[config.mk]
export PLATFORM = sky130hd
export DESIGN_NAME = display_scan_ctrl
export DESIGN_NICKNAME = d
export VERILOG_FILES = /design/src/rtl/display_scan_ctrl.sv
export SDC_FILE = /design/constraint.sdc
export NUM_CORES = 1
export LEC_CHECK = 0
export CAP_MARGIN = 40
export CORE_UTILIZATION = 56
export CTS_CLUSTER_DIAMETER = 80
export DETAILED_ROUTE_END_ITERATION = 7
export PLACE_DENSITY = 0.8
export SYNTH_ARGS = -nofsm -noshare
export SYNTH_HDL_FRONTEND = slang
export SYNTH_SLANG_ARGS = --single-unit
[constraint.sdc]
create_clock -name CLK -period 3.15 [get_ports CLK]
set_input_delay 0.63 -clock CLK [delete_from_list [all_inputs] [get_ports CLK]]
set_output_delay 0.63 -clock CLK [all_outputs]
set_load 0.05 [all_outputs]
[src/rtl/display_scan_ctrl.sv]
// display_scan_ctrl: four-digit multiplexed display scanner with double-buffered updates.
// Define DISP_DIMMING_EN to enable 16-level brightness slicing of the ON phase.
module display_scan_ctrl #(
  parameter int CLK_DIV      = 50000,
  parameter int BLANK_CYCLES = 2000
) (
  input  logic        CLK,
  input  logic        RST_N,
  input  logic        LOAD,
  input  logic [15:0] DATA,
  input  logic [3:0]  DP_IN,
  input  logic [3:0]  DIG_EN,
  input  logic [3:0]  BRIGHT,
  output logic [3:0]  DIG,
  output logic [3:0]  HEX,
  output logic        DP,
  output logic        FRAME,
  output logic        PEND
);
  localparam int CW = $clog2(CLK_DIV);
  localparam logic [CW-1:0] C_LAST  = CW'(CLK_DIV - 1);
  localparam logic [CW-1:0] C_BLANK = CW'(BLANK_CYCLES);
  typedef enum logic {S_BLANK, S_ON} state_t;
  state_t        r_state, w_state_nxt;
  logic [CW-1:0] r_c, w_c_nxt;
  logic [1:0]    r_slot;
  logic [23:0]   r_act, r_pnd, w_act_nxt, w_in;
  logic [15:0]   w_data;
  logic [3:0]    w_dp, w_en, w_dig_nxt;
  logic          r_pend, w_commit, w_dim_ok;
  assign w_in     = {DIG_EN, DP_IN, DATA};
  assign w_commit = (r_c == '0) && (r_slot == 2'd0);
  assign w_c_nxt  = (r_c == C_LAST) ? '0 : r_c + 1'b1;
  // a LOAD on the commit edge bypasses the pending buffer entirely
  assign w_act_nxt = !w_commit ? r_act : LOAD ? w_in : r_pend ? r_pnd : r_act;
  assign w_data   = w_act_nxt[15:0];
  assign w_dp     = w_act_nxt[19:16];
  assign w_en     = r_act[23:20];
  assign PEND     = r_pend;
`ifdef DISP_DIMMING_EN
  localparam int SLICE = (CLK_DIV - BLANK_CYCLES) / 16;
  logic [31:0] w_on_off;
  assign w_on_off = 32'(r_c) - 32'(BLANK_CYCLES);
  assign w_dim_ok = w_on_off < 32'(BRIGHT) * 32'(SLICE);
`else
  logic w_unused_bright;
  assign w_unused_bright = ^BRIGHT;
  assign w_dim_ok = 1'b1;
`endif
  always_ff @(posedge CLK or negedge RST_N)
    if (!RST_N) r_state <= S_BLANK;
    else        r_state <= w_state_nxt;
  always_comb
    w_state_nxt = (w_c_nxt == '0) ? S_BLANK : (w_c_nxt == C_BLANK) ? S_ON : r_state;
  always_comb
    w_dig_nxt = (r_state == S_ON && w_en[r_slot] && w_dim_ok) ? ~(4'b0001 << r_slot) : 4'hF;
  always_ff @(posedge CLK or negedge RST_N)
    if (!RST_N) begin
      r_c    <= '0;
      r_slot <= '0;
      r_act  <= '0;
      r_pnd  <= '0;
      r_pend <= 1'b0;
      DIG    <= 4'hF;
      HEX    <= '0;
      DP     <= 1'b0;
      FRAME  <= 1'b0;
    end else begin
      r_c    <= w_c_nxt;
      if (r_c == C_LAST) r_slot <= r_slot + 1'b1;
      r_act  <= w_act_nxt;
      if (LOAD) r_pnd <= w_in;
      r_pend <= !w_commit && (LOAD || r_pend);
      DIG    <= w_dig_nxt;
      FRAME  <= w_commit;
      if (r_c == '0) begin
        HEX <= w_data[{r_slot, 2'b00} +: 4];
        DP  <= w_dp[r_slot];
      end
    end
endmodule

* After elaboration in Yosys (flattened, before gate mapping)
Cells that the tools add are included.
** Storage, ports and cells
- Bits in writable memories :: 0
- Logic and storage cells :: 41
- Register bits after elaboration :: 78
- Bits of input ports :: 31
- Memory bits (read-only) :: 0
- Memories kept :: 0
- Output and inout port bits :: 11
- Bits in latches :: 0
** Operators by class
- Shifts and indexed selects :: 2
- $mul :: 0
- Reduce and logical (&&, ||, !) cells :: 11
- Multiplexer cells :: 11
- Div/mod/pow operators :: 0
- $lt $le $gt $ge :: 1
- Equal/unequal tests :: 2
- Add/sub/neg operators :: 2
- Bitwise gates (word level) :: 1
** Operator list (number)
- $mux 24 :: 2
- $logic_not 16->1 :: 2
- $mux 20 :: 1
- $add 16x1->16 const B :: 1
- $eq 16x11->1 const B :: 1
- $eq 16x16->1 const B :: 1
- $mux 16 :: 1
- $shiftx 16x5->4 :: 1
- $bmux 1 s2 :: 2
- $mux 1 :: 4
- $mux 4 :: 1
- $not 4->4 :: 1
- $reduce_bool 2->1 :: 2
- $shl 1x2->4 const A :: 1
- $logic_and 1x1->1 :: 3
- $lt 2x3->1 const B :: 1
- $add 2x1->2 const B :: 1
- $logic_not 2->1 :: 1
- $reduce_and 2->1 :: 1
- $logic_not 1->1 :: 1
- $logic_or 1x1->1 :: 1

* Depth between registers and ports, before layout
Gate-level depths: netlist (run 1).
- Word-level depth :: 5
- Depth in mapped cells :: 11
- Gate-level depth less buffers :: 10

* Worst setup path before layout (run 1)
No wires, ideal clock.
- Path kind :: register to register
- From :: reg r_c[13]
- To :: reg r_state
- Clock period less this slack :: 2.493 ns
- Data required time :: 3.027 ns
- Setup slack :: 0.657 ns
- Stages on the path, launching flop included :: 8
- Path buffers :: 0
- Arrival time :: 2.369 ns
- Cell sequence :: dfrtp_1 -> or4_4 -> nor4_4 -> nor2_2 -> or4_1 -> or4b_4 -> o21ai_1 -> o21ai_1
** On the way
- Longest elaborated chain between the ends :: 4
- Elaborated cells on any way between the ends :: 7
- Those cells by class :: 1 x add/sub; 2 x eq/ne; 2 x mux; 2 x reduce/logical
** Ends and longest elaborated chain
- start, declared :: RTL line 25 : logic [CW-1:0] r_c, w_c_nxt;
- start signal, assigned :: RTL line 69 : r_c <= w_c_nxt;
- $eq 16x16->1 * :: RTL line 33 : assign w_c_nxt = (r_c == C_LAST) ? '0 : r_c + 1'b1;
- $mux 16 * :: RTL line 33
- named net w_c_nxt[3] :: RTL line 25
- $eq 16x11->1 or $logic_not 16->1 (tied branches) :: RTL line 54 : w_state_nxt = (w_c_nxt == '0) ? S_BLANK : (w_c_nxt == C_BLANK) ? S_ON : r_state;
- $reduce_bool 2->1 (no source line) or $mux 1 (tied branches)
- end signal, assigned :: RTL line 52 : else r_state <= w_state_nxt;
- end, declared :: RTL line 24 : state_t r_state, w_state_nxt;
The timed path passes the listed nets; every way through them passes the cells marked *.
A chain may end at the register's enable or synchronous reset.

* Worst setup path after layout (run 1)
Same ends and word-level chain as after synthesis.

==> flow_summary.json, run 1 <==
{
  "grt_setup_unrepaired": "no",
  "area_delta_synth_final_pct": 18.8,
  "slew_headroom_pct": 66.9,
  "grt_usage_pct": 25.8,
  "placed_cells": 453,
  "hold_class": "in2async",
  "grt_max_degree": 44,
  "clock_path_buffers": 2,
  "yosysTopAreaCellShare_pct": 51.1,
  "diodes": 0,
  "grt_pass1_wl_mm": 12.9,
  "syn_area_um2": 3620,
  "first_pass_iters": 4,
  "synth_nets": 391,
  "synth_area_leaders": "dfrtp_1 51%, nand2_1 5.8%, o211ai_1 5.0%, a32oi_1 4.6%, o21ai_0 3.2%",
  "dpl_cell_area_um2": 4070,
  "drv_slew": 0,
  "yosys_warnings": 0,
  "grt_util_met2_pct": 45.2,
  "cts_setup_buffers": 0,
  "portBuffers": 37,
  "grt_util_met1_pct": 31.9,
  "first_global_vias": 2787,
  "synth_flop_cell": "dfrtp_1",
  "netlist_instances": 354,
  "ys_ff_latch": 78,
  "cpMaxStageDelayCell": "or4_4",
  "fmax_ghz": 0.379,
  "synth_edf_count": 0,
  "cts_made_buffers": 9,
  "grt.busiest_layer": "met2",
  "finClkSkew_ns": 0.00558,
  "fin_crit_sh_pct": 83.7,
  "r2r-start": "r_c[13]$_DFF_PN0_",
  "pwr_density_cell_nw_per_um2": 502,
  "cts-resized-gates": 0,
  "crit_path_end_kind": "flop",
  "num_rows": 28,
  "die_w_um": 82.4,
  "worstPathCellList": "or4_4 > nor4_4 > nor2_2 > or4_1 > or4b_4 > o21ai_1 > o21ai_1",
  "cts_tree": "built",
  "postCtsHoldBufs": 0,
  "maxCapViolCount": 0,
  "drive_above_1_share_pct": 10.2,
  "crit_path_max_fanout": 4,
  "wire_per_inst_um": 16.8,
  "avgViaCountPerCell": 5.98,
  "dpl_worst_slack_ns": 0.435,
  "path_common_cell": "o21ai_1",
  "nFillCells": 448,
  "route.antenna.remaining_nets": 0,
  "cp-start-kind": "flop",
  "initial_core_util_pct": 59.4,
  "design_area_um2": 4300,
  "drt-total-wl_mm": 7.87,
  "fin_crit_ns": 2.64,
  "path_buf_inv": 0,
  "clkLatencyLatePin_ns": 0.35,
  "outcome": "finished, final reports clean",
  "cp_data_required_time_ns": 3.38,
  "synth.avg_cell_area_um2": 10.2,
  "final_nets": 426,
  "arrival_ns": 2.87,
  "core_um2": 6100,
  "layout_setup_ws_ns": 0.514,
  "yosysTopAreaCell": "dfrtp_1",
  "gp_congestion": 0.839,
  "critPathMaxStageDelay_ns": 0.56,
  "die_h_um": 82.4,
  "power_leakage_nw": 1.86,
  "grt_use_met3_pct": 3.41,
  "crit_family": "simple AND/OR/NAND/NOR gates",
  "cts_root_buffer": "clkbuf_8",
  "synth.distinct_cells": 40,
  "path_clk_slew_ns": 0.08,
  "fin_tns_setup_ns": 0,
  "drtIter0Drc": 277,
  "pin_count": 42,
  "dp_hpwl_mm": 5.42,
  "utilization_pct": 70.6,
  "worst_pin_slew_ns": 0.496,
  "num_vias": 2803,
  "yosysSeqAreaShare_pct": 54.0,
  "clock-sinks": 78,
  "die_area_um2": 6790,
  "antenna_found_initial": 0,
  "grt_overflow": 0,
  "yosysMostFrequentCell": "dfrtp_1",
  "yosys-top-cells-count": "74 x dfrtp_1, 56 x nand2_1, 27 x inv_1",
  "async_reset_ff_share_pct": 100,
  "hold_violations": 0,
  "cts_htree_levels": 3,
  "worstSetupPathType": "reg2reg",
  "peakVddDrop_uv": 308,
  "startpoint": "r_c[13]$_DFF_PN0_",
  "setup_viol": 0,
  "stdcell_count": 469,
  "drc_errors": 0
}
per-layer routing:
metal | share of wire (%) | vias up
met1 | 42 | 1381
met2 | 51 | 90
li1 | - | 1321
met3 | 5.2 | 11
met5 | 0 | -
met4 | 1.5 | 0
area by class of cell:
class / instances / area (µm²) / area share, %
clock inverters: 3 / 65.1 / 1.51
repair buffers: 45 / 440 / 10.2
inverters: 28 / 105 / 2.44
flip-flops and latches: 78 / 1960 / 45.5
well taps: 75 / 93.8 / 2.18
clock buffers: 13 / 169 / 3.93
multi-input cells: 227 / 1470 / 34.2
metrics by stage:
| step | total power, W | hold slack (ns) |
|---|---|---|
| final | 0.00216 | 0.227 |
| after global routing | 0.00223 | 0.270 |
| after CTS | 0.00217 | 0.240 |
| after detailed placement | 0.00132 | 0.471 |
| after global placement | 0.00130 | 0.463 |
| after floorplan | 0.00122 | 0.334 |
power by group:
part | switching, W | internal, W | leakage (nW)
clock | 0.000352 | 0.000511 | 0.120
combinational | 0.000112 | 0.0000846 | 0.822
sequential | 0.0000345 | 0.00107 | 0.922
logic make-up after synthesis:
| group | share of synthesized area [%] |
|---|---|
| flip-flops | 54.0 |
| adder cells (fa/ha/maj) | 2.07 |
| AO/OA/AOI/OAI | 14.3 |
| XOR/XNOR | 3.14 |
| multiplexers | 4.80 |
| buffers and inverters | 5.32 |
| AND/OR/NAND/NOR | 16.3 |
placed cells by master (no fill, tap or decap), types with 2 or more instances in the layout:
master and instances:
or3_1 4, dfstp_2 4, nand3b_1 2, nor4b_1 2, clkbuf_8 12, mux2i_1 5
buf_4 8, and2_1 7, nor3_1 3, nand2_1 56, clkdlybuf4s50_1 36, or2_1 2
nand3_1 5, xnor2_1 6, nand4_1 7, nor4_1 7, a32oi_1 19, dfrtp_1 74
nor2_1 11, o211ai_1 24, mux2_2 5, and2_0 2, o21ai_0 23, xor2_1 7
bufinv_16 2, ha_1 6, mux2_1 4, inv_1 27, o21ai_1 7, a21oi_1 3
path summary, 6_finish.rpt:
check	end	slack, ns	cells past startpoint
max in group asynchronous	r_act[7]$_DFF_PN0_	2.35	2
hold / removal	r_pnd[8]$_DFFE_PN0P_	0.23	1
setup / recovery	r_state$_DFFE_PN0P_	0.51	7
hold reg to reg	r_act[1]$_DFF_PN0_	0.50	1
setup reg to reg	r_state$_DFFE_PN0P_	0.51	7
min in group CLK	r_act[1]$_DFF_PN0_	0.50	1
registers in the layout, indices dropped and copies added (netlist names):
signal	count
r_act	24
HEX	4
DIG	4
r_state	1
DP	1
r_pnd	24
FRAME	1
PEND	1
r_c	16
r_slot	2
(Power assumes the default switching activity.)
==> inputs of run 2 (changes only) <==
==> constraint.sdc (replaced) <==
create_clock -name CLK -period 2.65 [get_ports CLK]
set_input_delay 0.53 -clock CLK [delete_from_list [all_inputs] [get_ports CLK]]
set_output_delay 0.53 -clock CLK [all_outputs]
set_load 0.05 [all_outputs]
==> run 2 against run 1 <==
Total power grew 18%. First-iteration DRC count down 40%. Sequential share of layout area shrank 1.2 points. Wire length is 2.4% higher. Clock power increased by 17%. Register-to-register slack lost 0.37 ns. Via count up 0.32%. Sequential power rose by 19%. Global-route usage up 0.42 points. Clock-buffer cell count decreased by 3. Design area is 2.7% higher. Final cell count increased by 3.2%. Critical endpoint unchanged. Largest power group unchanged.
==> flow_summary.json, run 2 (same netlist as run 1, synthesis figures left out) <==
{
  "outcome": "finished, final reports clean",
  "critPathMaxStageDelay_ns": 0.54,
  "cpMaxStageDelayCell": "or4b_4",
  "fin_crit_sh_pct": 94.4,
  "final_common_cell": "dfrtp_1",
  "drive_above_1_share_pct": 14.4,
  "path_clk_slew_ns": 0.09,
  "cts_htree_levels": 3,
  "portBuffers": 37,
  "clkLatencyLatePin_ns": 0.35,
  "utilization_pct": 72.5,
  "hold_class": "in2async",
  "crit_family": "simple AND/OR/NAND/NOR gates",
  "crit_path_end_kind": "flop",
  "initial_core_util_pct": 59.4,
  "clock_path_buffers": 2,
  "crit_cells": 8,
  "worstPathCellList": "buf_4 > nand4_1 > nor4_1 > xor2_1 > or4_1 > or4b_4 > o21ai_1 > o21ai_1",
  "worstSetupPathType": "reg2reg",
  "postCtsHoldBufs": 0,
  "core_um2": 6100,
  "power_frac_clock_pct": 39.5,
  "first_pass_iters": 4,
  "peakVddDrop_uv": 377,
  "cp_data_required_time_ns": 2.89,
  "arrival_ns": 2.74,
  "crit_path_max_fanout": 5,
  "cts_root_buffer": "clkbuf_8",
  "seqPwrFrac_pct": 51.2,
  "pwr_density_cell_nw_per_um2": 579,
  "cts_tree": "built",
  "cts_made_buffers": 9,
  "dp_hpwl_mm": 5.42,
  "drv_slew": 0,
  "cts_setup_buffers": 0,
  "route.antenna.remaining_nets": 0,
  "wire_per_inst_um": 16.7,
  "num_rows": 28,
  "final_cell_mix": "73 x dfrtp_1, 56 x nand2_1, 36 x clkdlybuf4s50_1",
  "finClkSkew_ns": 0.0120,
  "drt-total-wl_mm": 8.06,
  "die_h_um": 82.4,
  "grt_max_degree": 79,
  "drtIter0Drc": 166,
  "worstRegToRegCells": 8,
  "worst_pin_slew_ns": 0.498,
  "clock-sinks": 78,
  "path_common_cell": "o21ai_1",
  "stdcell_count": 484,
  "grt_overflow": 0,
  "grt_pass1_wl_mm": 13.0,
  "path_buf_inv": 1,
  "internal_power_w": 0.00193,
  "slew_headroom_pct": 66.7,
  "maxCapViolCount": 0,
  "p_sw_w": 0.000625,
  "cp-start-kind": "flop",
  "pin_count": 42,
  "placed_cells": 468,
  "fin_crit_ns": 2.50,
  "first_global_vias": 2804,
  "avgViaCountPerCell": 5.81,
  "num_vias": 2812,
  "drc_errors": 0,
  "fmax_ghz": 0.400,
  "hold_violations": 0,
  "antenna_found_initial": 0,
  "area_delta_synth_final_pct": 22.0,
  "die_w_um": 82.4,
  "pwr-share-comb_pct": 9.2,
  "gp_congestion": 0.841,
  "final_nets": 441,
  "grt_usage_pct": 26.2,
  "sw_frac_of_total_pct": 24.4,
  "diodes": 0,
  "power_leakage_nw": 1.93,
  "setup_viol": 0,
  "largestRegisters": "r_act: 24 flops, r_pnd: 24 flops, r_c: 16 flops",
  "die_area_um2": 6790
}
==> run 2: layout make-up <==
class                      count  area, µm²
clock buffer                  10        138
sequential                    78       1960
clock inverter                 6       91.3
tap                           75       93.8
fill                         431       1680
timing repair buffer          60        553
multi-input combinational    227       1480
inverter                      28        106
==> run 2: worst reg2reg max path, cell delays in order (launching register included) <==
cell and delay (ns):
dfrtp_1 0.35, buf_4 0.13, nand4_1 0.12, nor4_1 0.37
xor2_1 0.16, or4_1 0.52, or4b_4 0.54, o21ai_1 0.13
o21ai_1 0.07
==> run 2: final timing paths <==
path                                    start                    to  slack [ns]
setup / recovery             r_c[5]$_DFF_PN0_   r_state$_DFFE_PN0P_        0.15
hold / removal                          RST_N  r_pnd[9]$_DFFE_PN0P_        0.18
setup reg to reg             r_c[5]$_DFF_PN0_   r_state$_DFFE_PN0P_        0.15
hold reg to reg            r_act[1]$_DFF_PN0_    r_act[1]$_DFF_PN0_        0.48
max in group asynchronous               RST_N      DIG[3]$_DFF_PN1_        2.12
min in group CLK           r_act[1]$_DFF_PN0_    r_act[1]$_DFF_PN0_        0.48
==> run 2: power groups by stage <==
stage	combinational, W	clock, W	sequential (W)
after global routing	0.000264	0.00107	0.00132
after CTS	0.000239	0.00102	0.00131
after global placement	0.000228	0	0.00133
after floorplan	0.000102	0	0.00135
after detailed placement	0.000236	0	0.00133
final	0.000236	0.00101	0.00131
==> run 2: through the flow <==
step	hold slack [ns]	area [µm²]	TNS, ns	total power, W	setup slack [ns]
floorplan	0.234	3620	0	0.00145	0.157
global placement	0.462	4180	0	0.00155	0.102
detailed placement	0.463	4180	0	0.00157	0.0714
CTS	0.205	4410	0	0.00257	0.0361
global route	0.220	4420	-0.00736	0.00265	-0.00389
finish	0.178	4420	0	0.00256	0.147
==> run 2: repair_timing <==
action / in CTS / in global routing
setup endpoints to repair: 0 / 4
endpoints found under the hold margin: 0 / 0
resized for setup: 0 / 4
==> run 2: per-layer routing <==
layer  GRT usage [%]  share of wire, %  vias to the layer above
li1                -                 -                     1353
met3            5.27               4.0                       16
met4            11.6               2.2                        0
met1            32.4                43                     1374
met2            44.5                50                       69
met5               0                 0                        -
